[config.mk]
export PLATFORM = sky130hd
export DESIGN_NAME = instr_decode_stage
export DESIGN_NICKNAME = d
export VERILOG_FILES = /design/src/rtl/decode_pkg.sv /design/src/rtl/pipe_skid_buf.sv /design/src/rtl/instr_decode_stage.sv
export SDC_FILE = /design/constraint.sdc
export NUM_CORES = 1
export LEC_CHECK = 0
export BUFFER_PORTS_ARGS = -buffer_cell sky130_fd_sc_hd__buf_2
export CORE_MARGIN = 1
export CORE_UTILIZATION = 55
export DETAILED_ROUTE_END_ITERATION = 6
export PLACE_DENSITY = 0.8
export SYNTH_ARGS = -nofsm -noshare
export SYNTH_HDL_FRONTEND = slang
export SYNTH_HIERARCHICAL = 1
export SYNTH_SLANG_ARGS = --single-unit
[constraint.sdc]
create_clock -name clk -period 3.8 [get_ports clk]
set_input_delay 0.19 -clock clk [delete_from_list [all_inputs] [get_ports clk]]
set_output_delay 0.19 -clock clk [all_outputs]
set_load 0.05 [all_outputs]
[src/rtl/decode_pkg.sv]
// Shared decode-stage types: RV32I opcodes, immediate/ALU codes and the decode packet.
package decode_pkg;

   localparam int XLEN_DEF = 32;

   localparam logic [6:0] OPC_LUI    = 7'b0110111;
   localparam logic [6:0] OPC_AUIPC  = 7'b0010111;
   localparam logic [6:0] OPC_JAL    = 7'b1101111;
   localparam logic [6:0] OPC_JALR   = 7'b1100111;
   localparam logic [6:0] OPC_BRANCH = 7'b1100011;
   localparam logic [6:0] OPC_LOAD   = 7'b0000011;
   localparam logic [6:0] OPC_STORE  = 7'b0100011;
   localparam logic [6:0] OPC_OPIMM  = 7'b0010011;
   localparam logic [6:0] OPC_OP     = 7'b0110011;
   localparam logic [6:0] OPC_FENCE  = 7'b0001111;

   typedef enum logic [2:0] {
      IMM_I    = 3'b000,
      IMM_S    = 3'b001,
      IMM_B    = 3'b010,
      IMM_J    = 3'b011,
      IMM_U    = 3'b100,
      IMM_NONE = 3'b111
   } imm_type_e;

   typedef enum logic [3:0] {
      ALU_ADD  = 4'd0,
      ALU_SUB  = 4'd1,
      ALU_SLL  = 4'd2,
      ALU_SLT  = 4'd3,
      ALU_SLTU = 4'd4,
      ALU_XOR  = 4'd5,
      ALU_SRL  = 4'd6,
      ALU_SRA  = 4'd7,
      ALU_OR   = 4'd8,
      ALU_AND  = 4'd9,
      ALU_PASS = 4'd10
   } alu_op_e;

   typedef struct packed {
      logic reg_we;
      logic mem_re;
      logic mem_we;
      logic branch;
      logic jump;
      logic alu_src_imm;
   } ctrl_t;

   typedef struct packed {
      logic [XLEN_DEF-1:0] pc;
      logic [4:0]          rd;
      logic [4:0]          rs1;
      logic [4:0]          rs2;
      logic [2:0]          funct3;
      logic [24:0]         imm_val;
      imm_type_e           imm_type;
      alu_op_e             alu_op;
      ctrl_t               ctrl;
      logic                illegal;
   } decode_pkt_t;

   // alt selects SUB/SRA; callers decide when instr[30] is meaningful
   function automatic alu_op_e alu_from_funct3(input logic [2:0] f3, input logic alt);
      case (f3)
         3'b000:  return alt ? ALU_SUB : ALU_ADD;
         3'b001:  return ALU_SLL;
         3'b010:  return ALU_SLT;
         3'b011:  return ALU_SLTU;
         3'b100:  return ALU_XOR;
         3'b101:  return alt ? ALU_SRA : ALU_SRL;
         3'b110:  return ALU_OR;
         default: return ALU_AND;
      endcase
   endfunction

endpackage

[src/rtl/pipe_skid_buf.sv]
// Two-entry skid buffer with registered upstream ready; SKID_EN=0 degrades to a single
// pipeline register with combinational ready.
module pipe_skid_buf #(
   parameter type T       = logic [7:0],
   parameter bit  SKID_EN = 1'b1
) (
   input  logic clk,
   input  logic rst_n,
   input  logic flush,
   input  logic up_valid,
   output logic up_ready,
   input  T     up_data,
   output logic dn_valid,
   input  logic dn_ready,
   output T     dn_data
);

   generate
      if (SKID_EN) begin : g_skid
         localparam logic [1:0] ST_EMPTY = 2'd0;
         localparam logic [1:0] ST_ONE   = 2'd1;
         localparam logic [1:0] ST_TWO   = 2'd2;

         logic [1:0] state_reg, state_next;
         T           out_reg, out_next;
         T           skid_reg, skid_next;
         logic       ready_reg;
         logic       up_fire, dn_fire;

         assign up_fire  = up_valid & ready_reg;
         assign dn_fire  = dn_ready & (state_reg != ST_EMPTY);
         assign up_ready = ready_reg;
         assign dn_valid = (state_reg != ST_EMPTY);
         assign dn_data  = out_reg;

         always_comb begin
            state_next = state_reg;
            out_next   = out_reg;
            skid_next  = skid_reg;
            case (state_reg)
               ST_EMPTY: if (up_fire) begin
                  state_next = ST_ONE;
                  out_next   = up_data;
               end
               ST_ONE: begin
                  if (up_fire && !dn_fire) begin
                     state_next = ST_TWO;
                     skid_next  = up_data;
                  end else if (up_fire && dn_fire) begin
                     out_next = up_data;
                  end else if (dn_fire) begin
                     state_next = ST_EMPTY;
                  end
               end
               ST_TWO: if (dn_fire) begin
                  state_next = ST_ONE;
                  out_next   = skid_reg;
               end
               default: state_next = ST_EMPTY;
            endcase
            // a redirect drops everything held plus whatever IF offered this cycle
            if (flush) state_next = ST_EMPTY;
         end

         always_ff @(posedge clk) begin
            if (!rst_n) begin
               state_reg <= ST_EMPTY;
               out_reg   <= '0;
               skid_reg  <= '0;
               ready_reg <= 1'b0;
            end else begin
               state_reg <= state_next;
               out_reg   <= out_next;
               skid_reg  <= skid_next;
               ready_reg <= (state_next != ST_TWO);
            end
         end
      end else begin : g_single
         logic valid_reg;
         T     data_reg;

         assign up_ready = dn_ready | ~valid_reg;
         assign dn_valid = valid_reg;
         assign dn_data  = data_reg;

         always_ff @(posedge clk) begin
            if (!rst_n) begin
               valid_reg <= 1'b0;
               data_reg  <= '0;
            end else if (flush) begin
               valid_reg <= 1'b0;
            end else if (up_ready) begin
               valid_reg <= up_valid;
               if (up_valid) data_reg <= up_data;
            end
         end
      end
   endgenerate

endmodule

[src/rtl/instr_decode_stage.sv]
// RV32I decode front end: combinational field/control decode of the fetched word,
// captured into a skid buffer that drives the execute boundary.
module instr_decode_stage
   import decode_pkg::*;
#(
   parameter int XLEN    = XLEN_DEF,
   parameter bit SKID_EN = 1'b1
) (
   input  logic            clk,
   input  logic            rst_n,
   input  logic            if_valid,
   output logic            if_ready,
   input  logic [XLEN-1:0] if_instr,
   input  logic [XLEN-1:0] if_pc,
   input  logic            flush,
   output logic            id_valid,
   input  logic            id_ready,
   output logic [XLEN-1:0] id_pc,
   output logic [4:0]      id_rd,
   output logic [4:0]      id_rs1,
   output logic [4:0]      id_rs2,
   output logic [2:0]      id_funct3,
   output logic [24:0]     id_imm_val,
   output logic [2:0]      id_imm_type,
   output logic [3:0]      id_alu_op,
   output logic [5:0]      id_ctrl,
   output logic            id_illegal
);

   decode_pkt_t dec;
   decode_pkt_t pkt;
   logic [6:0]  opcode;

   assign opcode = if_instr[6:0];

   always_comb begin
      dec          = '0;
      dec.pc       = if_pc;
      dec.rd       = if_instr[11:7];
      dec.rs1      = if_instr[19:15];
      dec.rs2      = if_instr[24:20];
      dec.funct3   = if_instr[14:12];
      dec.imm_val  = if_instr[31:7];
      dec.imm_type = IMM_NONE;
      dec.alu_op   = ALU_ADD;
      case (opcode)
         OPC_LUI: begin
            dec.imm_type    = IMM_U;
            dec.ctrl.reg_we = 1'b1;
            dec.alu_op      = ALU_PASS;
         end
         OPC_AUIPC: begin
            dec.imm_type    = IMM_U;
            dec.ctrl.reg_we = 1'b1;
         end
         OPC_JAL: begin
            dec.imm_type    = IMM_J;
            dec.ctrl.reg_we = 1'b1;
            dec.ctrl.jump   = 1'b1;
         end
         OPC_JALR: begin
            dec.imm_type    = IMM_I;
            dec.ctrl.reg_we = 1'b1;
            dec.ctrl.jump   = 1'b1;
         end
         OPC_BRANCH: begin
            dec.imm_type    = IMM_B;
            dec.ctrl.branch = 1'b1;
            dec.alu_op      = ALU_SUB;
         end
         OPC_LOAD: begin
            dec.imm_type    = IMM_I;
            dec.ctrl.reg_we = 1'b1;
            dec.ctrl.mem_re = 1'b1;
         end
         OPC_STORE: begin
            dec.imm_type    = IMM_S;
            dec.ctrl.mem_we = 1'b1;
         end
         OPC_OPIMM: begin
            // instr[30] is part of the immediate except on the shift-right encoding
            dec.imm_type         = IMM_I;
            dec.ctrl.reg_we      = 1'b1;
            dec.ctrl.alu_src_imm = 1'b1;
            dec.alu_op = alu_from_funct3(if_instr[14:12],
                                         (if_instr[14:12] == 3'b101) & if_instr[30]);
         end
         OPC_OP: begin
            dec.ctrl.reg_we = 1'b1;
            dec.alu_op      = alu_from_funct3(if_instr[14:12], if_instr[30]);
         end
         OPC_FENCE: ;
         default: dec.illegal = 1'b1;
      endcase
      if (dec.rd == 5'd0) dec.ctrl.reg_we = 1'b0;
   end

   pipe_skid_buf #(
      .T       (decode_pkt_t),
      .SKID_EN (SKID_EN)
   ) u_skid (
      .clk      (clk),
      .rst_n    (rst_n),
      .flush    (flush),
      .up_valid (if_valid),
      .up_ready (if_ready),
      .up_data  (dec),
      .dn_valid (id_valid),
      .dn_ready (id_ready),
      .dn_data  (pkt)
   );

   assign id_pc       = pkt.pc;
   assign id_rd       = pkt.rd;
   assign id_rs1      = pkt.rs1;
   assign id_rs2      = pkt.rs2;
   assign id_funct3   = pkt.funct3;
   assign id_imm_val  = pkt.imm_val;
   assign id_imm_type = pkt.imm_type;
   assign id_alu_op   = pkt.alu_op;
   assign id_ctrl     = pkt.ctrl;
   assign id_illegal  = pkt.illegal;

endmodule

==> flow_summary.ini <==
[placed_design]
place_inst = 1131
dp_slack_ns = 1.77
portBuffers = 159
gp_congestion = 0.795
placed_cell_area_um2 = 8340
hpwl_mm = 10.2

[detailed_routing]
ant_nets = 0
drt_iter0_markers = 516
first_pass_iters = 4
wl_per_cell_um = 14.6
routed_wl_mm = 17.0
drc = 0
route.vias.total = 6152
viasPerCell = 5.29

[clock_network]
cts_num_sinks = 181
cts_setup_buffers = 0
cts-root-buf = clkbuf_16
cts_tree = done
clk_path_buf_depth = 2
cts-htree-levels = 4
numCtsBuffers = 17
insertion_delay_ns = 0.42
cts.clk_slew.worst_paths_ns = 0.07

[synth]
synth_area_per_cell_um2 = 8.80
synth-async-reset-ratio = 0
synthesis.area_um2 = 7580
ys_ff_latch = 181
synthDistinctLibCells = 43
syn_nets = 930
netlist_instances = 861
synth-main-ff-cell = dfxtp_1
ys_warn_count = 6
synth_edf_count = 0
yosysSeqAreaShare = 0.478

[timing]
slew_violations = 0
rsz0062_at_grt = false
tightest_slew_ns = 1.10
hold_violations = 0
final.setup.tns_ns = 0
setup_slack_ns = 1.71
fin_crit_sh = 0.550
holdWs_ns = 0.0115
layout_min_cycle_time_ns = 2.09
timing.fmax_ghz = 0.478
setup_viol = 0
slew_headroom = 0.266
clock_skew_ns = 0.00630

[die]
fp.dieArea_um2 = 14300
rows = 42
io_pins = 160
die-height_um = 119
initial_core_util = 0.568
coreArea_um2 = 13300
die_w_um = 119

[setup_path]
cp_slowest_cell = nand2b_4
cpPeakStageDelay_ns = 0.61
worst_ep_required_time_ns = 4.07
r2r-start = u_skid/g_skid.state_reg[0]
worst_setup_path_end_kind = flop
crit_chain = nand2b_4, buf_4, mux2i_1, a21oi_1
regToRegEndpoint = u_skid/dn_data[0]
r2r_slack_ns = 1.71
crit_fanout = 35
critPathKind = flop to flop
arrival_ns = 2.36
reg2reg_depth = 4
start_kind = flop

[final_layout]
multi_input_area_um2 = 3610
final_area_um2 = 9020
n_fill_cell = 1117
layout.cells.non_filler = 1164
seq_area_um2 = 3620
postLayoutCoreUtil = 0.676
drive_gt1_frac = 0.224
layout.nets = 1044
syn2layout_area_growth_pct = 19.0
antenna_cells = 0

[worst_hold_path]
hp-class = primary input to flop
min_from = if_pc[26]
hold_depth = 3
holdPathEnd = u_skid/g_skid.skid_reg[83]

[pwr]
p_sw_mw = 1.21
p_sw_frac = 0.265
power_frac_seq = 0.438
pwr-share-comb = 0.125
p_int_mw = 3.36
p_total_mw = 4.57
p_leak_nw = 4.19
clockPowerShare = 0.437
power.density_nw_per_um2 = 507
ir_drop_mv = 0.357

[grt]
grt_first_pass_wirelength_mm = 28.2
grt_max_degree = 179
grt_use_total = 0.246
grt_antenna_before_repair = 2
grt_pass1_vias = 5574
gr-total-overflow = 0

[job]
maxCapViolCount = 0

[run_status]
status = complete, no violations
## power by group through the flow
| stage | logic (mW) | registers (mW) | clock network, mW |
|---|---|---|---|
| detailed placement | 0.569 | 2.05 | 0 |
| global route | 0.613 | 2.01 | 2.11 |
| global placement | 0.565 | 2.04 | 0 |
| CTS | 0.572 | 2.00 | 2.03 |
| finish | 0.570 | 2.00 | 2.00 |
| floorplan | 0.177 | 2.28 | 0 |
## final cells by class
cell class                 instances  area share
clock buffer                      17      0.0472
multi-input combinational        606       0.400
sequential                       181       0.402
tap                              176      0.0244
inverter                           3     0.00125
clock inverter                    15      0.0276
timing repair buffer             166      0.0974
## critical path: cells and delay by family (launching register included)
kind,cells,cell delay [ns]
buffers and inverters,1,0.49
and+or+nand+nor,1,0.61
muxes,1,0.26
DFF,1,0.47
AOI/OAI and AO/OA,1,0.10
## cell families (layout without fill, tap and decap cells)
kind of cell	count (synthesis)	count (layout)	synth area share
AO/OA/AOI/OAI	286	286	0.223
AND/OR/NAND/NOR	228	228	0.130
flip-flops	181	181	0.478
multiplexers	92	92	0.121
buffers and inverters	74	201	0.0470
## placed cells by master, fill, tap and decap left out, types with 2 or more instances in the layout
master	instances
o21ai_0	90
buf_12	2
nor3_1	3
clkbuf_16	17
inv_6	3
nand2b_4	2
a21oi_1	96
nand2_1	178
mux2i_1	92
inv_1	2
nand2_2	11
a21boi_0	79
dfxtp_1	181
nor2b_1	4
o21a_1	2
o21ai_1	3
clkinv_2	3
nand3_1	3
a21boi_1	10
buf_4	5
nor2_1	12
buf_2	158
bufinv_16	6
## synth_stat cells, drive strengths merged, types with 3 or more instances
cell | count | area [um2]
nand2 | 189 | 737
dfxtp | 181 | 3620
a21oi | 96 | 480
o21ai | 93 | 465
mux2i | 92 | 921
a21boi | 89 | 668
buf | 39 | 225
clkbuf | 32 | 120
nor2 | 12 | 45.0
nor2b | 5 | 38.8
nor3 | 4 | 31.3
inv | 3 | 11.3
nand3 | 3 | 15.0
## routing by layer
layer	vias to the layer above	track usage	part of all wire
met4	2	0.0703	0.014
met1	2796	0.348	0.49
met2	144	0.370	0.44
met5	-	0	0.00076
met3	22	0.0632	0.053
li1	3188	-	-
## repair_timing
action,4_1_cts,5_1_grt
hold buffers,1,0
resized for setup,0,0
endpoints found under the hold margin,1,0
## worst max-delay path by stage
stage          depth (start not counted)                        from                         end
2_1_floorplan                          7             u_skid/up_ready  u_skid/g_skid.skid_reg[78]
3_3_place_gp                           4  u_skid/g_skid.state_reg[0]           u_skid/dn_data[1]
3_5_place_dp                           4  u_skid/g_skid.state_reg[0]          u_skid/dn_data[76]
4_1_cts                                4  u_skid/g_skid.state_reg[0]           u_skid/dn_data[0]
5_1_grt                                4  u_skid/g_skid.state_reg[0]           u_skid/dn_data[0]
6_report                               4  u_skid/g_skid.state_reg[0]           u_skid/dn_data[0]
Note: power is estimated with default switching activity, not from simulation.
